### config.mk
export PLATFORM = sky130hd
export DESIGN_NAME = rns_reverse_converter
export DESIGN_NICKNAME = d
export VERILOG_FILES = /design/src/rtl/rns_reverse_converter.sv
export SDC_FILE = /design/constraint.sdc
export NUM_CORES = 1
export LEC_CHECK = 0
export ABC_CLOCK_PERIOD_IN_PS = 7600
export CAP_MARGIN = 5
export CORE_MARGIN = 2
export CORE_UTILIZATION = 55
export DETAILED_ROUTE_END_ITERATION = 16
export GPL_TIMING_DRIVEN = 0
export PLACE_DENSITY_LB_ADDON = 0.12
export SETUP_SLACK_MARGIN = 0.15
export SYNTH_ARGS = -nofsm -noshare
export SYNTH_HDL_FRONTEND = slang
export SYNTH_SLANG_ARGS = --single-unit
export TNS_END_PERCENT = 50
### constraint.sdc
create_clock -name clk -period 7.6 [get_ports clk]
set_clock_uncertainty 0.15 [all_clocks]
set_input_delay 0.76 -clock clk [delete_from_list [all_inputs] [get_ports clk]]
set_output_delay 0.76 -clock clk [all_outputs]
set_load 0.02 [all_outputs]
### src/rtl/rns_reverse_converter.sv
// rns_reverse_converter: sequential {2^N-1, 2^N, 2^N+1} residue triple to binary converter
module rns_reverse_converter #(
  parameter int N = 8
) (
  input  logic           clk,
  input  logic           rst,
  input  logic           in_valid,
  output logic           in_ready,
  input  logic [N-1:0]   r1,
  input  logic [N-1:0]   r2,
  input  logic [N:0]     r3,
  output logic           out_valid,
  input  logic           out_ready,
  output logic [3*N-1:0] out_x,
  output logic           out_err
);
  localparam int CW = (N > 2) ? $clog2(N) : 1;
  localparam logic [2:0] IDLE = 3'd0;
  localparam logic [2:0] PREP = 3'd1;
  localparam logic [2:0] DBL  = 3'd2;
  localparam logic [2:0] COMB = 3'd3;
  localparam logic [2:0] OUT  = 3'd4;
  localparam logic [N-1:0] P1 = {N{1'b1}};
  localparam logic [N:0] P3 = {1'b1, {(N-1){1'b0}}, 1'b1};
  localparam logic [N:0] TOP3 = {1'b1, {N{1'b0}}};
  logic [2:0] state;
  logic [CW-1:0] cnt;
  logic [N-1:0] r1_q, r2_q, a_q;
  logic [N:0] r3_q, d_q;
  logic err_q;
  logic [N-1:0] r1_z, r2_z, a_n;
  logic [N:0] r2_e, a_e, b_n, d_n, d2_n;
  logic [N+1:0] dd, ds;
  logic [2*N:0] z_w;
  assign in_ready = (state == IDLE);
  // modular residue differences, one doubling step and the final Z = a + k*(2^N-1)
  always_comb begin
    r1_z = (r1_q == P1) ? '0 : r1_q;
    r2_z = (r2_q == P1) ? '0 : r2_q;
    a_n  = (r1_z >= r2_z) ? r1_z - r2_z : r1_z + P1 - r2_z;
    r2_e = {1'b0, r2_q};
    a_e  = {1'b0, a_n};
    b_n  = (r2_e >= r3_q) ? r2_e - r3_q : r2_e + P3 - r3_q;
    d_n  = (b_n >= a_e) ? b_n - a_e : b_n + P3 - a_e;
    dd   = {d_q, 1'b0};
    ds   = dd - {1'b0, P3};
    d2_n = (dd >= {1'b0, P3}) ? ds[N:0] : dd[N:0];
    z_w  = {{(N+1){1'b0}}, a_q} + {d_q, {N{1'b0}}} - {{N{1'b0}}, d_q};
  end
  // conversion sequencer: latch, prepare, N-1 doublings, combine, hold result
  always_ff @(posedge clk or posedge rst) begin
    if (rst) begin
      state     <= IDLE;
      cnt       <= '0;
      r1_q      <= '0;
      r2_q      <= '0;
      r3_q      <= '0;
      a_q       <= '0;
      d_q       <= '0;
      err_q     <= 1'b0;
      out_valid <= 1'b0;
      out_x     <= '0;
      out_err   <= 1'b0;
    end else begin
      case (state)
        IDLE: if (in_valid) begin
          r1_q  <= r1;
          r2_q  <= r2;
          r3_q  <= r3;
          state <= PREP;
        end
        PREP: begin
          a_q   <= a_n;
          d_q   <= d_n;
          cnt   <= CW'(N - 1);
          err_q <= (r3_q > TOP3);
          state <= (r3_q > TOP3) ? COMB : DBL;
        end
        DBL: begin
          d_q   <= d2_n;
          cnt   <= cnt - 1'b1;
          state <= (cnt == CW'(1)) ? COMB : DBL;
        end
        COMB: begin
          out_x     <= err_q ? '0 : {z_w[2*N-1:0], r2_q};
          out_err   <= err_q;
          out_valid <= 1'b1;
          state     <= OUT;
        end
        OUT: if (out_ready) begin
          out_valid <= 1'b0;
          state     <= IDLE;
        end
        default: state <= IDLE;
      endcase
    end
  end
endmodule

==> run metrics, run 1 <==
Startpoint Class flip-flop; drt total wl 13600 um; core area 10200 sq um; CTS buffer count 9; FMAX 172 MHz; Post-Synth XOR/XNOR Area 0.0761; Die Y 106 um; CTS clk-pin slew, worst paths 0.07 ns; Worst path max stage delay 0.52 ns; # DRC 0; hpwl dp 10800 um; number of global-route vias before repair 4719; Synth cell types 58; Final Non-Filler Cells 828; clk_lat worst skew 0.36 ns; initial antenna violation count 0; first-iteration detailed-routing DRC count 244; crit path DAT 5.86 ns; Compound-Gate Fraction of Synth Area 0.182; Resize count post-CTS 0; setup repair bufs after CTS 0; CP most frequent cell inv_1; sum of negative setup slack 0 ns; drt wl/cell 16.4 um; status complete, no violations; Die ar. 11300 sq um; number of synthesis warnings 0; Data required, critical path 7.66 ns; Post-Syn Area 5750 sq um; # IOs 56; worst-path fanout max 10; worst-path cell chain inv_1 > or4_1 > clkbuf_1 > nand2_1 > inv_1 > ha_1 > inv_1 > fa_1 > a21o_1 > a21oi_2 > o31ai_4 > mux2_1 > a31oi_1 > a21oi_1 > xnor2_1 > ha_1 > inv_1 > fa_1 > o21ai_0 > a31o_1 > buf_6 > mux2i_1 > o221ai_1; All-Layer GR Usage 0.261; final-stage net count 793; Post-Synthesis Cells 623; Setup WS pre-CTS 1.83 ns; WHS 0.330 ns; Root Driver clkbuf_8; multiplexer area fraction after synthesis 0.0489; sequential fraction of the synthesis area 0.326; share of post-route cells with drive strength above 1 0.0621; post-route worst setup slack 1.80 ns; CP max-delay cell or4_1; EDFF count, synth 0; multi-input logic area 3520 sq um; Routability Congestion 0.908; Max Cap Violations 0; Worst Path Buf+Inv 6; total vias in the final route 4677; Slew @ Worst Pin 1.05 ns; combinational family with the most area after synthesis adder cells; critical path class reg -> reg; Synth-to-Final Area Change 16.0%; WHS Path Cells 2; FILL cells 865; ANT cells 0; # rows 37; Simple-Gate Fraction of Synth Area 0.122; Pre-Repair DR Iteration Count 5; RSZ-0062 raised after global routing no; Chip Width 106 um; Most used DFF post-synth dfrtp_1; FFs w/ async S/R, synth 1.00; Max Slew Vio Count 0; Port Buffers 55; nature of the critical path endpoint flip-flop; Clock Sinks 75; hold crit path type reg -> reg; worst relative slew slack 0.297; Crit path depth 23; placed cell count 815; Post-Synth Adder-Cell Area 0.183; Tmin final 5.80 ns; Worst Reg-to-Reg Cells 23; Setup violations, final 0; Final period util 0.763; final hold viol count 0; delay-heaviest family, CP compound AO/OA/AOI/OAI gates; synthesized area per cell 9.24 sq um; first-pass GRT wire length 23000 um; Remaining Overflow, GRT 0; starting density of the core 0.562; post-synthesis net count 726; Max Buffers Root-to-Sink 2; FF+latch count, synth 75; Routed Antenna Nets 0; htree depth 3; register area 1880 sq um; largest net degree at the start of global routing 76; DR vias/cell 5.65; cts-stage hold buffer count 0; TritonCTS clock tree built
[cell type report]
| class | instances | share of cell area |
|---|---|---|
| clock buffer | 10 | 0.0191 |
| inverter | 69 | 0.0392 |
| clock inverter | 3 | 0.00637 |
| sequential | 75 | 0.281 |
| buffer | 24 | 0.0150 |
| tap | 136 | 0.0255 |
| multi-input combinational | 455 | 0.527 |
| timing repair buffer | 56 | 0.0866 |
[cell families after synthesis]
group,count (synthesis)
AO/OA/AOI/OAI,159
AND/OR/NAND/NOR,146
buffers and inverters,93
flip-flops,75
adder cells (fa/ha/maj),74
XOR/XNOR,50
multiplexers,26
[registers in the layout, indices dropped and copies added (netlist names)]
name / flops
r3_q: 9
r1_q: 8
err_q: 1
out_x: 24
out_err: 1
a_q: 8
out_valid: 1
d_q: 9
state: 3
r2_q: 8
cnt: 3
[worst register-to-register path, cell delays in order, from the launching register on]
cell and delay, ns:
dfrtp_1 0.42, inv_1 0.15, or4_1 0.52, clkbuf_1 0.18, nand2_1 0.16, inv_1 0.06, ha_1 0.18, inv_1 0.09
fa_1 0.20, a21o_1 0.17, a21oi_2 0.08, o31ai_4 0.36, mux2_1 0.38, a31oi_1 0.32, a21oi_1 0.13, xnor2_1 0.43
ha_1 0.26, inv_1 0.06, fa_1 0.37, o21ai_0 0.10, a31o_1 0.22, buf_6 0.18, mux2i_1 0.31, o221ai_1 0.17
[layer usage]
layer / GRT usage / up-vias / share of wire
met5: 0 / - / 0
met4: 0.0930 / 0 / 0.016
met3: 0.0386 / 16 / 0.036
met2: 0.435 / 101 / 0.47
met1: 0.348 / 2268 / 0.48
li1: - / 2292 / -
[cell usage in the layout, fill, tap and decap left out, types with 3 or more instances in the layout]
cell type | netlist | final
o21ai_0 | 39 | 39
a22o_1 | 9 | 9
nand4_1 | 6 | 6
xor2_1 | 16 | 16
nor4_1 | 4 | 4
a21oi_1 | 30 | 30
clkbuf_1 | 17 | 18
ha_1 | 57 | 57
nor2b_1 | 10 | 10
inv_1 | 69 | 68
buf_1 | 4 | 4
nand3_1 | 6 | 6
o22ai_1 | 3 | 3
o21ai_1 | 8 | 8
nand2b_1 | 8 | 8
a21o_1 | 9 | 9
nand3b_1 | 3 | 3
fa_1 | 17 | 17
nand2_1 | 64 | 64
a31oi_1 | 10 | 10
nor2_1 | 26 | 26
o31ai_1 | 13 | 13
mux2i_1 | 9 | 9
a22oi_1 | 4 | 4
nor3_1 | 7 | 7
clkbuf_8 | 0 | 9
mux2_2 | 16 | 16
o21bai_1 | 6 | 6
clkdlybuf4s50_1 | 0 | 55
o21a_1 | 6 | 6
dfrtp_1 | 75 | 75
a211oi_1 | 4 | 4
xnor2_1 | 34 | 34
[synthesized netlist by cell type, drive strengths merged (2+ instances only)]
| master | count | area (sq um) |
|---|---|---|
| a2111oi | 2 | 23.8 |
| a211oi | 4 | 30.0 |
| a21o | 9 | 67.6 |
| a21oi | 32 | 168 |
| a22o | 9 | 78.8 |
| a22oi | 4 | 30.0 |
| a31oi | 10 | 62.6 |
| a32o | 2 | 20.0 |
| buf | 7 | 36.3 |
| clkbuf | 17 | 63.8 |
| dfrtp | 75 | 1880 |
| fa | 17 | 340 |
| ha | 57 | 713 |
| inv | 69 | 259 |
| mux2 | 17 | 191 |
| mux2i | 9 | 90.1 |
| nand2 | 64 | 240 |
| nand2b | 8 | 50.1 |
| nand3 | 6 | 30.0 |
| nand3b | 3 | 22.5 |
| nand4 | 6 | 37.5 |
| nor2 | 26 | 97.6 |
| nor2b | 10 | 62.6 |
| nor3 | 7 | 35.0 |
| nor3b | 2 | 20.0 |
| nor4 | 5 | 37.5 |
| o21a | 6 | 45.0 |
| o21ai | 47 | 235 |
| o21bai | 6 | 45.0 |
| o221ai | 2 | 17.5 |
| o22ai | 3 | 18.8 |
| o31ai | 14 | 119 |
| or3 | 2 | 12.5 |
| or3b | 2 | 17.5 |
| or4 | 2 | 15.0 |
| xnor2 | 34 | 298 |
| xor2 | 16 | 140 |
[path summary, 6_finish.rpt]
path,end,slack [ns],from
max reg2reg,d_q[6],1.80,r2_q[1]
min,out_x[10],0.33,out_x[10]
min in group asynchronous,out_x[4],0.67,rst
max in group asynchronous,r1_q[5],6.32,rst
max,d_q[6],1.80,r2_q[1]
min reg2reg,out_x[10],0.33,out_x[10]
[per-stage QoR]
| step | util | instance area, sq um |
|---|---|---|
| 2_1_floorplan | - | 5750 |
| 3_3_place_gp | 0.633 | 6470 |
| 3_5_place_dp | 0.636 | 6500 |
| 4_1_cts | 0.652 | 6680 |
| 5_1_grt | 0.652 | 6680 |
| 6_report | 0.652 | 6680 |
Power of run 1 is left out: the tool's default activity adds up to more than one toggle a clock period on the data nets, which glitch-free logic cannot reach.
==> inputs of run 2 (changes only) <==
Settings changed: ABC_CLOCK_PERIOD_IN_PS 7600 to 5100, CORE_UTILIZATION 55 to 53.
Clock period 7.6 ns to 5.1 ns, I/O delays scaled along.
==> run 2 against run 1 <==
Effect of this change: largest cell class unchanged; count of clock-buffer cells in the layout increased by 1; highest routed layer unchanged; global-route usage increased by 0.44 points; design area increased by 7.3%.
==> run metrics, run 2 (same netlist as run 1, synthesis figures left out) <==
Pre-Repair DR Iteration Count 4 (was 5); share of post-route cells with drive strength above 1 0.170 (was 0.0621); drt wl/cell 16.7 um (was 16.4 um); Chip Width 108 um (was 106 um); htree depth 3 (unchanged); crit path DAT 5.04 ns (was 5.86 ns); Startpoint Class flip-flop (unchanged); status complete, no violations (unchanged); R2R Path Start r2_q[2] (was r2_q[1]); # IOs 56 (unchanged); critical path class reg -> reg (unchanged); Routability Congestion 0.889 (was 0.908); worst-path fanout max 6 (was 10); core area 10700 sq um (was 10200 sq um); ANT cells 0 (unchanged); post-route worst setup slack 0.158 ns (was 1.80 ns); CTS clk-pin slew, worst paths 0.09 ns (was 0.07 ns); Final period util 0.969 (was 0.763); Max Buffers Root-to-Sink 2 (unchanged); fin area 7160 sq um (was 6680 sq um); Synth-to-Final Area Change 24.5% (was 16.0%); nature of the critical path endpoint flip-flop (unchanged); Max Slew Vio Count 0 (unchanged); number of global-route vias before repair 5018 (was 4719); Clock Sinks 75 (unchanged); Worst Setup EP d_q[8] (was d_q[6]); # DRC 0 (unchanged); largest net degree at the start of global routing 76 (unchanged); final core utilization 0.669 (was 0.652); initial antenna violation count 0 (unchanged); Max Cap Violations 0 (unchanged); DR vias/cell 5.62 (was 5.65); Die Y 108 um (was 106 um); drt total wl 14600 um (was 13600 um); hold crit path type reg -> reg (unchanged); Root Driver clkbuf_8 (unchanged); Top Registers out_x (24), d_q (9), r3_q (9) (unchanged); CTS buffer count 9 (unchanged); Data required, critical path 5.20 ns (was 7.66 ns); r2r setup slk 0.16 ns (was 1.80 ns); cts-stage hold buffer count 0 (unchanged); first-iteration detailed-routing DRC count 198 (was 244); hpwl dp 10900 um (was 10800 um); Critical R2R Capture d_q[8] (was d_q[6]); WHS 0.336 ns (was 0.330 ns); clk_lat worst skew 0.36 ns (about the same); final-stage net count 829 (was 793); dpl cell area 6480 sq um (was 6500 sq um); # rows 38 (was 37); Top reg by flops out_x (unchanged); Die ar. 11700 sq um (was 11300 sq um); Port Buffers 55 (unchanged); most common cell after layout, fill and taps aside dfrtp_1 (unchanged); TritonCTS clock tree built (unchanged); Setup violations, final 0 (unchanged); starting density of the core 0.538 (was 0.562); Setup WS pre-CTS -0.608 ns (was 1.83 ns); final hold viol count 0 (unchanged); Worst Reg-to-Reg Cells 24 (was 23); FMAX 202 MHz (was 172 MHz); Remaining Overflow, GRT 0 (unchanged); most frequent cells in the layout dfrtp_1 (70), inv_1 (62), nand2_1 (62) (was dfrtp_1 (75), inv_1 (68), nand2_1 (64)); RSZ-0062 raised after global routing yes (was no); Worst Setup SP r2_q[2] (was r2_q[1]); max reg flops 24 (unchanged); Routed Antenna Nets 0 (unchanged); Tmin final 4.94 ns (was 5.80 ns); first-pass GRT wire length 24100 um (was 23000 um); All-Layer GR Usage 0.265 (was 0.261); total vias in the final route 4898 (was 4677); worst relative slew slack 0.311 (was 0.297); Slew @ Worst Pin 1.03 ns (was 1.05 ns)
## run 2: cell types whose count changed in the layout (fill, tap and decap cells not counted), moves of 4 or more
cell     before  now
o21ai_0      39   33
mux2i_2       0    5
mux2i_1       9    3
a21oi_1      30   26
o21ai_1       8   14
inv_2         0    5
buf_4         0   37
dfrtp_1      75   70
inv_1        68   62
dfrtp_2       0    5
## run 2: what timing repair did
action	CTS	global route
pin swaps	22	22
setup endpoints to repair	9	9
resized for setup	34	30
gates cloned	1	0
buffers inserted	31	5
## run 2: how the worst min path moves through the flow
| stage | startpoint | to | slack [ns] | cells past startpoint |
|---|---|---|---|---|
| after global placement | out_x[3] | out_x[3] | 0.31 | 2 |
| final | out_x[16] | out_x[16] | 0.34 | 2 |
| after global routing | out_x[0] | out_x[0] | 0.35 | 2 |
| after floorplan | a_q[0] | a_q[0] | 0.30 | 2 |
| after CTS | out_x[10] | out_x[10] | 0.34 | 2 |
| after detailed placement | out_x[10] | out_x[10] | 0.32 | 2 |
## run 2: per-stage QoR
stage,TNS [ns],cells
6_report,0,871
5_1_grt,-0.254,871
4_1_cts,0,866
3_3_place_gp,-3.53,818
2_1_floorplan,0,623
3_5_place_dp,-4.62,818
## run 2: per-layer routing
layer / vias to the layer above / wire [um] / GRT usage
met5: - / 0 / 0
met4: 0 / 499 / 0.112
met3: 33 / 660 / 0.0482
met2: 130 / 7010 / 0.452
met1: 2384 / 6410 / 0.332
li1: 2351 / - / -
## run 2: final cells by class
| type | instances | area [sq um] |
|---|---|---|
| tap | 140 | 175 |
| inverter | 69 | 264 |
| fill | 840 | 3540 |
| buffer | 24 | 115 |
| clock buffer | 11 | 141 |
| sequential | 75 | 1880 |
| multi-input combinational | 455 | 3690 |
| timing repair buffer | 92 | 832 |
| clock inverter | 5 | 62.6 |
## run 2: worst max-delay path, cell delays in order, from the launching register on
cell      delay, ns
dfrtp_2        0.42
nand2_1        0.07
or4_4          0.48
buf_8          0.15
nand2_4        0.06
inv_2          0.04
ha_4           0.16
inv_4          0.05
fa_2           0.19
a21o_1         0.16
a21oi_2        0.08
o31ai_4        0.24
buf_6          0.17
mux2i_2        0.21
xor2_1         0.25
ha_2           0.25
inv_2          0.06
fa_2           0.60
nor2_2         0.06
o311a_1        0.31
nor2_2         0.12
o21bai_1       0.08
a21oi_1        0.17
xor2_1         0.08
o311ai_1       0.22
Power of run 2 is left out for the same reason.
